File: src/rtl/frame_buffer_reader_pkg.sv
`default_nettype none
// +--------------------------------------------------------------------+
// | frame_buffer_reader_pkg                                            |
// | VGA 640x480 timing constants, frame geometry and RGB444 packing   |
// | shared by the frame-buffer reader and the camera writer.           |
// | Revision: 1.0                                                      |
// +--------------------------------------------------------------------+
package frame_buffer_reader_pkg;

   localparam int FRAME_WIDTH      = 640;
   localparam int FRAME_HEIGHT     = 480;
   localparam int PIXEL_W          = 12;
   localparam int ADDR_W           = 19;
   localparam int CNT_W            = 10;

   localparam int VGA_H_TOTAL      = 800;
   localparam int VGA_V_TOTAL      = 525;
   localparam int VGA_H_SYNC_START = 656;
   localparam int VGA_H_SYNC_END   = 752;
   localparam int VGA_V_SYNC_START = 490;
   localparam int VGA_V_SYNC_END   = 492;

   // Per-pixel control bits that must travel alongside the BRAM read.
   typedef struct packed {
      logic active;
      logic hs;
      logic vs;
   } pix_ctl_t;

   // Linear frame-buffer address, evaluated entirely at address width.
   function automatic logic [ADDR_W-1:0] pixel_addr(
      input logic [CNT_W-1:0]  h,
      input logic [CNT_W-1:0]  v,
      input logic [ADDR_W-1:0] width
   );
      return ADDR_W'(h) + ADDR_W'(v) * width;
   endfunction

endpackage
`default_nettype wire

File: src/rtl/frame_buffer_reader_timing.sv
`default_nettype none
// +--------------------------------------------------------------------+
// | vga_timing_640x480                                                 |
// | Pixel/line counters with active, sync and frame-start decode.      |
// | Revision: 1.0                                                      |
// +--------------------------------------------------------------------+
module vga_timing_640x480
   import frame_buffer_reader_pkg::*;
#(
   parameter int HCOUNT_MAX   = FRAME_WIDTH - 1,
   parameter int VCOUNT_MAX   = FRAME_HEIGHT - 1,
   parameter int H_TOTAL      = VGA_H_TOTAL,
   parameter int V_TOTAL      = VGA_V_TOTAL,
   parameter int H_SYNC_START = VGA_H_SYNC_START,
   parameter int H_SYNC_END   = VGA_H_SYNC_END,
   parameter int V_SYNC_START = VGA_V_SYNC_START,
   parameter int V_SYNC_END   = VGA_V_SYNC_END
)(
   input  logic             vga_clk,
   input  logic             reset,
   output logic [CNT_W-1:0] hcount,
   output logic [CNT_W-1:0] vcount,
   output logic             active,
   output logic             hs_raw,
   output logic             vs_raw,
   output logic             frame_start
);

   localparam logic [CNT_W-1:0] H_LAST     = CNT_W'(H_TOTAL - 1);
   localparam logic [CNT_W-1:0] V_LAST     = CNT_W'(V_TOTAL - 1);
   localparam logic [CNT_W-1:0] H_ACT_LAST = CNT_W'(HCOUNT_MAX);
   localparam logic [CNT_W-1:0] V_ACT_LAST = CNT_W'(VCOUNT_MAX);
   localparam logic [CNT_W-1:0] H_SS       = CNT_W'(H_SYNC_START);
   localparam logic [CNT_W-1:0] H_SE       = CNT_W'(H_SYNC_END);
   localparam logic [CNT_W-1:0] V_SS       = CNT_W'(V_SYNC_START);
   localparam logic [CNT_W-1:0] V_SE       = CNT_W'(V_SYNC_END);

   // Raster counters; line and frame wrap coincide at the last pixel.
   always_ff @(posedge vga_clk) begin
      if (reset) begin
         hcount <= '0;
         vcount <= '0;
      end else if (hcount == H_LAST) begin
         hcount <= '0;
         vcount <= (vcount == V_LAST) ? '0 : vcount + 1'b1;
      end else begin
         hcount <= hcount + 1'b1;
      end
   end

   assign active = (hcount <= H_ACT_LAST) && (vcount <= V_ACT_LAST);
   assign hs_raw = (hcount >= H_SS) && (hcount < H_SE);
   assign vs_raw = (vcount >= V_SS) && (vcount < V_SE);

   // Counters sit at (0,0) during reset, so the pulse is held off until
   // reset is released; the first pulse then lands on the first free cycle.
   assign frame_start = ~reset && (hcount == '0) && (vcount == '0);

endmodule
`default_nettype wire

File: src/rtl/frame_buffer_reader.sv
`default_nettype none
// +--------------------------------------------------------------------+
// | frame_buffer_reader                                                |
// | Reads RGB444 pixels from the frame BRAM in VGA raster order and    |
// | drives pixel-aligned colour and sync, gated per whole frame.       |
// | Revision: 1.0                                                      |
// +--------------------------------------------------------------------+
module frame_buffer_reader
   import frame_buffer_reader_pkg::*;
#(
   parameter int HCOUNT_MAX   = FRAME_WIDTH - 1,
   parameter int VCOUNT_MAX   = FRAME_HEIGHT - 1,
   parameter int H_TOTAL      = VGA_H_TOTAL,
   parameter int V_TOTAL      = VGA_V_TOTAL,
   parameter int H_SYNC_START = VGA_H_SYNC_START,
   parameter int H_SYNC_END   = VGA_H_SYNC_END,
   parameter int V_SYNC_START = VGA_V_SYNC_START,
   parameter int V_SYNC_END   = VGA_V_SYNC_END,
   parameter int BRAM_LATENCY = 2
)(
   input  logic               vga_clk,
   input  logic               reset,
   input  logic               display_enable,
   input  logic [PIXEL_W-1:0] memory_data,
   output logic [ADDR_W-1:0]  memory_addr,
   output logic [3:0]         vga_r,
   output logic [3:0]         vga_g,
   output logic [3:0]         vga_b,
   output logic               vga_hs,
   output logic               vga_vs,
   output logic               frame_start
);

   // Address register + BRAM latency; the colour/sync output register
   // adds the final stage, giving BRAM_LATENCY + 2 cycles end to end.
   localparam int               STAGES     = BRAM_LATENCY + 1;
   localparam logic [ADDR_W-1:0] LINE_WIDTH = ADDR_W'(HCOUNT_MAX + 1);

   logic [CNT_W-1:0] hcount;
   logic [CNT_W-1:0] vcount;
   logic             active;
   logic             hs_raw;
   logic             vs_raw;
   logic             enable_latched;
   pix_ctl_t         ctl_now;
   pix_ctl_t         ctl_out;
   pix_ctl_t         ctl_pipe [STAGES];

   vga_timing_640x480 #(
      .HCOUNT_MAX   (HCOUNT_MAX),
      .VCOUNT_MAX   (VCOUNT_MAX),
      .H_TOTAL      (H_TOTAL),
      .V_TOTAL      (V_TOTAL),
      .H_SYNC_START (H_SYNC_START),
      .H_SYNC_END   (H_SYNC_END),
      .V_SYNC_START (V_SYNC_START),
      .V_SYNC_END   (V_SYNC_END)
   ) u_timing (
      .vga_clk     (vga_clk),
      .reset       (reset),
      .hcount      (hcount),
      .vcount      (vcount),
      .active      (active),
      .hs_raw      (hs_raw),
      .vs_raw      (vs_raw),
      .frame_start (frame_start)
   );

   assign ctl_now = {active, hs_raw, vs_raw};
   assign ctl_out = ctl_pipe[STAGES-1];

   // Issue the BRAM read for the current raster position; park at 0 in blanking.
   always_ff @(posedge vga_clk) begin
      if (reset)
         memory_addr <= '0;
      else
         memory_addr <= active ? pixel_addr(hcount, vcount, LINE_WIDTH) : '0;
   end

   // Capture the display request only at frame start so a frame is never torn.
   always_ff @(posedge vga_clk) begin
      if (reset)
         enable_latched <= 1'b0;
      else if (frame_start)
         enable_latched <= display_enable;
   end

   // Delay active/sync so they meet the matching BRAM data; cleared on reset
   // so nothing stale leaves the pipeline after release.
   always_ff @(posedge vga_clk) begin
      if (reset) begin
         for (int i = 0; i < STAGES; i++)
            ctl_pipe[i] <= '0;
      end else begin
         ctl_pipe[0] <= ctl_now;
         for (int i = 1; i < STAGES; i++)
            ctl_pipe[i] <= ctl_pipe[i-1];
      end
   end

   // Register colour (blanked outside the picture) and active-low sync.
   always_ff @(posedge vga_clk) begin
      if (reset) begin
         {vga_r, vga_g, vga_b} <= '0;
         vga_hs                <= 1'b1;
         vga_vs                <= 1'b1;
      end else begin
         {vga_r, vga_g, vga_b} <= (ctl_out.active && enable_latched) ? memory_data : '0;
         vga_hs                <= ~ctl_out.hs;
         vga_vs                <= ~ctl_out.vs;
      end
   end

endmodule
`default_nettype wire

File: config.mk
export PLATFORM = sky130hd
export DESIGN_NAME = frame_buffer_reader
export DESIGN_NICKNAME = d
export VERILOG_FILES = /design/src/rtl/frame_buffer_reader_pkg.sv /design/src/rtl/frame_buffer_reader_timing.sv /design/src/rtl/frame_buffer_reader.sv
export SDC_FILE = /design/constraint.sdc
export NUM_CORES = 1
export LEC_CHECK = 0
export CORE_MARGIN = 2
export CORE_UTILIZATION = 30
export CTS_BUF_LIST = sky130_fd_sc_hd__clkbuf_8
export DETAILED_ROUTE_END_ITERATION = 10
export SLEW_MARGIN = 10
export SYNTH_ARGS = -nofsm -noshare
export SYNTH_HDL_FRONTEND = slang
export SYNTH_SLANG_ARGS = --single-unit
File: constraint.sdc
create_clock -name vga_clk -period 3.05 [get_ports vga_clk]
set_input_delay 0.305 -clock vga_clk [delete_from_list [all_inputs] [get_ports vga_clk]]
set_output_delay 0.305 -clock vga_clk [all_outputs]
set_load 0.005 [all_outputs]
After elaboration in Yosys (flattened, before gate mapping) --
Memories as Yosys holds them, arrays and structs flattened. Cells that the tools add are included. W data, S select, Z words.
Storage, ports and cells: flip-flop bits (word level) 54, RAM bits 9, input bits 15, output and inout bits 34, word-level logic and storage cells 48, memories kept 1
Memories:
- ctl_pipe | depth 3, width 3, read ports 3, clocked after Yosys merged registers in 0, write ports 3, RTL line frame_buffer_reader.sv:47 | pix_ctl_t ctl_pipe [STAGES];
Operators by class: $add $sub $neg 3, $mul 1, order comparisons 6, eq/ne operators 2, mux-type cells 7, bitwise operators 8, reduce and logical (&&, ||, !) cells 11
Operators with widths (count):
- $add A10 B1 Y10 const B | 2
- $eq A10 B10 Y1 const B | 2
- $logic_not A10 Y1 | 2
- $add A10 B19 Y19 | 1
- $mul A10 B3 Y12 const B | 1
- $ge A10 B10 Y1 const B | 1
- $ge A10 B9 Y1 const B | 1
- $le A10 B10 Y1 const B | 1
- $le A10 B9 Y1 const B | 1
- $lt A10 B10 Y1 const B | 1
- $lt A10 B9 Y1 const B | 1
- $mux W10 | 1
- $mux W3 | 3
- $logic_and A1 B1 Y1 | 6
- $reduce_or A2 Y1 | 3
- $not A1 Y1 | 5
- $mux W1 | 3
- $or A1 B1 Y1 | 3

Logic depth before layout (Yosys ltp) --
Gate-level depths: netlist of the first run.
depth in word-level cells 4, depth in mapped cells 9, gate-level depth less buffers 9

Cells and area by module --
From an unflattened synthesis of the first run, not the netlist that was laid out.
Unflattened totals: cells, all modules 297, area total of the unflattened synthesis 2904.0 µm²
Modules (own cells, without submodules):
- frame_buffer_reader | instances 1, cells each 174, area an instance 1860.5 µm², sequential area each 860.8 µm²
- vga_timing_640x480 | instances 1, cells each 123, area an instance 1043.5 µm², sequential area each 400.4 µm²

Worst setup path before layout of the first run --
No wires, ideal clock.
path type register to register, start reg u_timing.vcount[3], end reg memory_addr[18], setup time 81 ps, arrival 2423 ps, required time 2969 ps, slack 546 ps, cell stages (with the launch flop) 10, path buffers 0, clock period less this slack 2504 ps, cells stage by stage dfxtp_1 ha_1 ha_1 fa_1 xor2_1 nand3_2 nor4_4 nand3_2 o31ai_1 nor3b_1
On the way: cells in the longest elaborated chain, start to end 4
Ends and longest elaborated chain:
- from (decl) | RTL line frame_buffer_reader_timing.sv:22 | output logic [CNT_W-1:0] vcount,
- from (signal assigned) | RTL line frame_buffer_reader_timing.sv:45 | vcount <= (vcount == V_LAST) ? '0 : vcount + 1'b1;
- parallel branches: the longest is 4 deep, another holds $add A10 B19 Y19
- to (signal assigned) | RTL line frame_buffer_reader.sv:77 | memory_addr <= active ? pixel_addr(hcount, vcount, LINE_WIDTH) : '0;
- to (decl) | RTL line frame_buffer_reader.sv:25 | output logic [ADDR_W-1:0] memory_addr,
Several ways; the timed one is not identified. A chain may end at the register's enable or synchronous reset.

Worst setup path after layout of the first run --
Same ends and word-level chain as after synthesis.

==> results of run 1 <==
==> worst min path at each step <==
stage                     slack (ps)           start  cells past startpoint  endpoint
after floorplan                  360  ctl_pipe[0][7]                      1    vga_hs
after global placement           360  ctl_pipe[0][6]                      1    vga_vs
after detailed placement         360  ctl_pipe[0][7]                      1    vga_hs
after CTS                        380  ctl_pipe[0][7]                      1    vga_hs
after global routing             400  ctl_pipe[0][6]                      1    vga_vs
final                            380  ctl_pipe[0][7]                      1    vga_hs
==> area by class of cell <==
cell class                 count  area, sq um  share of cell area
multi-input combinational    211         1500               0.413
sequential                    63         1260               0.348
timing repair buffer          51          503               0.139
tap                          111          139              0.0383
clock buffer                   9          124              0.0342
clock inverter                 7         65.1              0.0179
inverter                      10         37.5              0.0104
==> power by group <==
| part | internal (uW) | switching, uW |
|---|---|---|
| logic | 36.0 | 24.7 |
| clock network | 371 | 319 |
| registers | 831 | 5.07 |
| total | 1240 | 349 |
==> stage by stage <==
stage	instance area (sq um)	setup slack, ps	utilization
2_1_floorplan	2820	546	-
3_3_place_gp	3440	398	0.374
3_5_place_dp	3440	304	0.374
4_1_cts	3630	281	0.394
5_1_grt	3630	48.9	0.394
6_report	3630	311	0.394
==> layer usage <==
metal / track usage / share of wire
met4: 0.0457 / 0.016
met3: 0.0402 / 0.039
met5: 0 / 0
met1: 0.137 / 0.46
met2: 0.183 / 0.48
==> cell families (layout without fill, tap and decap cells) <==
kind of cell               Yosys count  in the layout
AOI/OAI and AO/OA                   26             26
xor gates and xnor gates            26             26
adders and majority gates           25             25
buffers and inverters               15             77
DFF                                 63             63
muxes                                2              2
and+or+nand+nor                    132            132
==> state kept, by name (all words and copies together), names as in the netlist <==
signal / count
ctl_pipe: 9
memory_addr: 19
vga_g: 4
vga_hs: 1
u_timing.hcount: 10
enable_latched: 1
vga_r: 4
vga_vs: 1
vga_b: 4
u_timing.vcount: 10
==> worst max-delay path: stages (launching register included) <==
cell     delay, ps
dfxtp_1        500
ha_1           290
ha_1           250
fa_1           410
xor2_1         220
nand3_2        140
nor4_4         320
nand3_2        140
o31ai_1        190
nor3b_1        190
==> cells in the mapped netlist (3+ instances only) <==
| library cell | count | area, sq um |
|---|---|---|
| dfxtp_1 | 63 | 1260 |
| nor2_1 | 43 | 161 |
| ha_1 | 23 | 288 |
| and2_1 | 19 | 119 |
| xor2_1 | 17 | 149 |
| nand2_1 | 11 | 41.3 |
| nand3_1 | 10 | 50.1 |
| inv_1 | 9 | 33.8 |
| nor2b_1 | 9 | 56.3 |
| xnor2_1 | 9 | 78.8 |
| nand4_1 | 8 | 50.1 |
| a21oi_1 | 7 | 35.0 |
| nor3_1 | 5 | 25.0 |
| a21o_1 | 4 | 30.0 |
| clkbuf_1 | 4 | 15.0 |
| nor4_1 | 4 | 25.0 |
| nand2b_1 | 3 | 18.8 |
==> results.txt, run 1 <==
period utilisation layout - 0.898
Worst slew margin - 0.679
RSZ-0062 raised after global routing - no
Final GP Congestion - 0.776
Reg-to-Reg Start - u_timing.vcount[3]
Max-Cap Viols - 0
R2R Setup Slk - 310 ps
Critical Path End - memory_addr[18]
cts repair resizes - 0
I/O pin total - 49
DP Wirelength - 3940 um
simple logic cell fraction of the synthesized area - 0.256
outcome - complete, no violations
vias in the first global route - 1986
number of CTS-inserted buffers - 9
Reg2Reg Depth - 9
drt wl/cell - 11.7 um
Cell Rows - 35
Top FF cell, synth - dfxtp_1
TritonCTS clock tree - yes
leak pwr - 0.00150 uW
Remaining Overflow, GRT - 0
DR vias - 2168
Slew Limit Fails - 0
initial core utilization - 0.307
clk_lat worst skew - 340 ps
fin crit period - 2740 ps
most common cell after layout, fill and taps aside - dfxtp_1
initial antenna violation count - 0
DRC viols - 0
Mapped Cells - 289
clk root buf - clkbuf_8
Fillers - 934
Antenna Violating Nets Remaining - 0
Power, Total - 1590 uW
Worst R2R End - memory_addr[18]
register area share after synthesis - 0.447
Worst-path clk slew - 70 ps
synthesized area - 0.00282 sq mm
number of synthesized flops with an enable pin - 0
xor and xnor area share after synthesis - 0.0807
layout cells sized above 1 - 0.0798
Hold Vio Cnt, Final - 0
Compound-Gate Fraction of Synth Area - 0.0701
area delta synth->final - 28.5%
largest net degree at the start of global routing - 20
crit path kind - reg2reg
Hold-fix buffers, CTS - 0
Mapped Avg Cell Area - 9.76 sq um
first-pass GRT wire length - 9100 um
ant diodes - 0
Yosys reg bits - 63
WL final - 5410 um
Placeable Area - 0.00920 sq mm
Worst Clk Skew - 6.71 ps
DRT Pass-1 Iters - 6
dpl cells - 446
clk sinks - 63
H-Tree Depth - 3
vias per cell - 4.69
post-synthesis adder-cell area fraction - 0.116
CP Max Fanout - 8
most frequent cells in the layout - 63 x dfxtp_1, 48 x clkdlybuf4s50_1, 43 x nor2_1
Tot GR Track Use - 0.113
Max Freq - 365 MHz
Async SR Flop Fraction - 0
hold_ws - 376 ps
peak supply drop - 0.146 mV
Worst Setup End Kind - flip-flop
IO Port Bufs - 48
largest family of logic cells by synthesized area - simple AND/OR/NAND/NOR gates
total negative setup slack - 0 ps
die width - 101 um
hold crit path type - reg2reg
type of origin of the critical path - flip-flop
DIE AREA - 0.0102 sq mm
PwrDens - 438 mW/mm^2
Post-CTS Repair Setup Buffers - 0
synth warn - 0
Critical Path RT - 3310 ps
multiplexer area fraction after synthesis - 0.00710
worst-case clock buffer depth - 2
Die H - 101 um
initial drt markers - 65
Critical path origin - u_timing.vcount[3]
Final #Nets - 386
setup violators final - 0
final cell count without fillers - 462
Worst-Margin Slew - 482 ps
worst path arrival time - 3000 ps
Unique masters post-synth - 47
Syn Nets - 329
Power figures use the tool's default switching activity.
==> run 2: changes to the inputs <==
- ABC_AREA: not set -> 1
- SETUP_SLACK_MARGIN: not set -> 0.02
==> run 2 against run 1 <==
Die area rose by 6.5%. Cell count rose by 26%. Register-to-register slack improved by 370 ps. Non-clock buffer count fell by 2. Maximum frequency rose by 15%. Utilization fell by 0.37 points. Sequential share of layout area fell by 1.7 points. Final area rose by 5.3%.
==> results.txt, run 2 <==
Mapped Cells - 389
initial core utilization - 0.308
Worst Clk Skew - 6.25 ps
switch share - 0.242
drt wl/cell - 10.7 um
ranking of synthesized cells by area - dfxtp_1 42%, ha_1 9.6%, nand2_1 7.7%, inv_1 7.4%, nor2_1 7.2%
Tot GR Track Use - 0.127
Cell Rows - 36
most common cell after layout, fill and taps aside - dfxtp_1
crit path kind - reg2reg
Final #Nets - 486
R2R Setup Slk - 680 ps
DRC viols - 0
clk sinks - 63
Slew Limit Fails - 0
Worst slew margin - 0.691
post-route cell area - 0.00382 sq mm
register name with the most flops - memory_addr
Reg-to-Reg Start - u_timing.vcount[3]
Yosys top cell by area - dfxtp_1
layout cells sized above 1 - 0.0933
Syn Nets - 429
fin crit period - 2370 ps
DP Wirelength - 4700 um
WL final - 6230 um
number of CTS-inserted buffers - 9
RSZ-0062 raised after global routing - no
Comb pwr share - 0.044
Cell Chain, Critical Path - ha_1, ha_1, fa_1, nand2_1, inv_1, nand3_1, clkinv_1, nand3_1, nor2_2, nand3_1, nand2_1, nor2_1
worst-case clock buffer depth - 2
clk_lat worst skew - 340 ps
most frequent cells in the layout - 63 x dfxtp_1, 62 x nand2_1, 60 x inv_1
Final GP Congestion - 0.824
multiplexer area fraction after synthesis - 0
Critical Path Most Common Cell - nand3_1
Critical Path RT - 3290 ps
Top FF cell, synth - dfxtp_1
Yosys reg bits - 63
DRT Pass-1 Iters - 4
Worst-path clk slew - 70 ps
Worst-Margin Slew - 464 ps
xor and xnor area share after synthesis - 0.0258
critical path's top delay family - adder cells
Switch Pwr - 368 uW
Fillers - 1020
CP peak stage delay - 510 ps
setup violators final - 0
largest net degree at the start of global routing - 14
area delta synth->final - 26.8%
Hold-fix buffers, CTS - 0
top-area cell type share of the netlist area - 0.419
Post-synth top cells - 63 x dfxtp_1, 62 x nand2_1, 59 x inv_1
TritonCTS clock tree - yes
initial drt markers - 92
first-pass GRT wire length - 11100 um
CP Max Fanout - 6
slowest CP cell - fa_1
I/O pin total - 49
largest family of logic cells by synthesized area - simple AND/OR/NAND/NOR gates
total negative setup slack - 0 ps
hold crit path type - reg2reg
Max Freq - 421 MHz
Placeable Area - 0.00977 sq mm
Antenna Violating Nets Remaining - 0
Worst Setup End Kind - flip-flop
Remaining Overflow, GRT - 0
peak supply drop - 0.167 mV
register area share after synthesis - 0.419
Mapped Avg Cell Area - 7.74 sq um
Unique masters post-synth - 36
Max-Cap Viols - 0
Die H - 104 um
internal power - 1150 uW
worst hold path startpoint - ctl_pipe[0][6]
initial antenna violation count - 0
Post-CTS Repair Setup Buffers - 0
type of origin of the critical path - flip-flop
die width - 104 um
DIE AREA - 0.0109 sq mm
post-synthesis adder-cell area fraction - 0.109
IO Port Bufs - 48
sequential share of power - 0.550
leak pwr - 0.00170 uW
worst path arrival time - 2610 ps
Critical path origin - u_timing.vcount[3]
period utilisation layout - 0.778
Hold Vio Cnt, Final - 0
vias in the first global route - 2500
Buf+Inv Stages, Crit Path - 2
Largest regs - memory_addr: 19 flops, u_timing.hcount: 10 flops, u_timing.vcount: 10 flops
ant diodes - 0
Async SR Flop Fraction - 0
clk root buf - clkbuf_8
number of synthesized flops with an enable pin - 0
cts repair resizes - 0
synth warn - 0
DR vias - 2547
vias per cell - 4.37
H-Tree Depth - 3
synthesized area - 0.00301 sq mm
dpl cell area - 0.00365 sq mm
Largest register FFs - 19
Compound-Gate Fraction of Synth Area - 0.0673
most common cell in the synthesized netlist - dfxtp_1
outcome - complete, no violations
clock share of power - 0.406
simple logic cell fraction of the synthesized area - 0.294
PwrDens - 398 mW/mm^2
==> run 2: cell types whose count changed after synthesis, sizes merged, moves of 6 or more <==
cell	previous run	this run
nand2	11	67
nand3	12	34
o21ai	3	11
and2	19	0
xnor2	9	2
xor2	17	6
nor2	43	65
nor2b	9	0
nor3	5	11
inv	10	64
a21oi	7	20
==> run 2: metal layers <==
| layer | up-vias | share of wire | GRT usage |
|---|---|---|---|
| met3 | 9 | 0.047 | 0.0294 |
| met4 | 0 | 0.025 | 0.0763 |
| met2 | 59 | 0.43 | 0.202 |
| met1 | 1127 | 0.49 | 0.158 |
| met5 | - | 0 | 0 |
| li1 | 1352 | - | - |
==> run 2: cells by family after synthesis <==
kind of cell,after synthesis
xor gates and xnor gates,8
adders and majority gates,25
AOI/OAI and AO/OA,37
and+or+nand+nor,188
DFF,63
buffers and inverters,68
==> run 2: area by class of cell <==
cell class	count	area (sq um)	share of cell area
well taps	133	166	0.0436
repair buffers	49	488	0.128
clock inverters	6	40.0	0.0105
flip-flops and latches	63	1260	0.330
inverters	65	244	0.0639
multi-input cells	258	1490	0.391
clock buffers	9	124	0.0324
==> run 2: power by group through the flow <==
stage	Sequential, uW	Clock, uW	Combinational (uW)
finish	837	617	67.3
global route	837	666	74.8
CTS	836	642	68.6
detailed placement	856	0	68.0
global placement	855	0	67.4
floorplan	855	0	30.3
==> run 2: worst paths after layout <==
kind	endpoint	depth (start not counted)
setup / recovery	memory_addr[18]	12
hold / removal	vga_vs	1
setup reg to reg	memory_addr[18]	12
hold reg to reg	vga_vs	1
==> run 2: metrics by stage <==
stage               utilization  setup WS, ps  power [uW]  hold WS [ps]  cells
floorplan                     -           893         885           351    389
global placement          0.374           776         923           358    568
detailed placement        0.374           706         924           362    568
CTS                       0.391           680        1550           377    583
global route              0.391           484        1580           394    583
finish                    0.391           677        1520           371    583
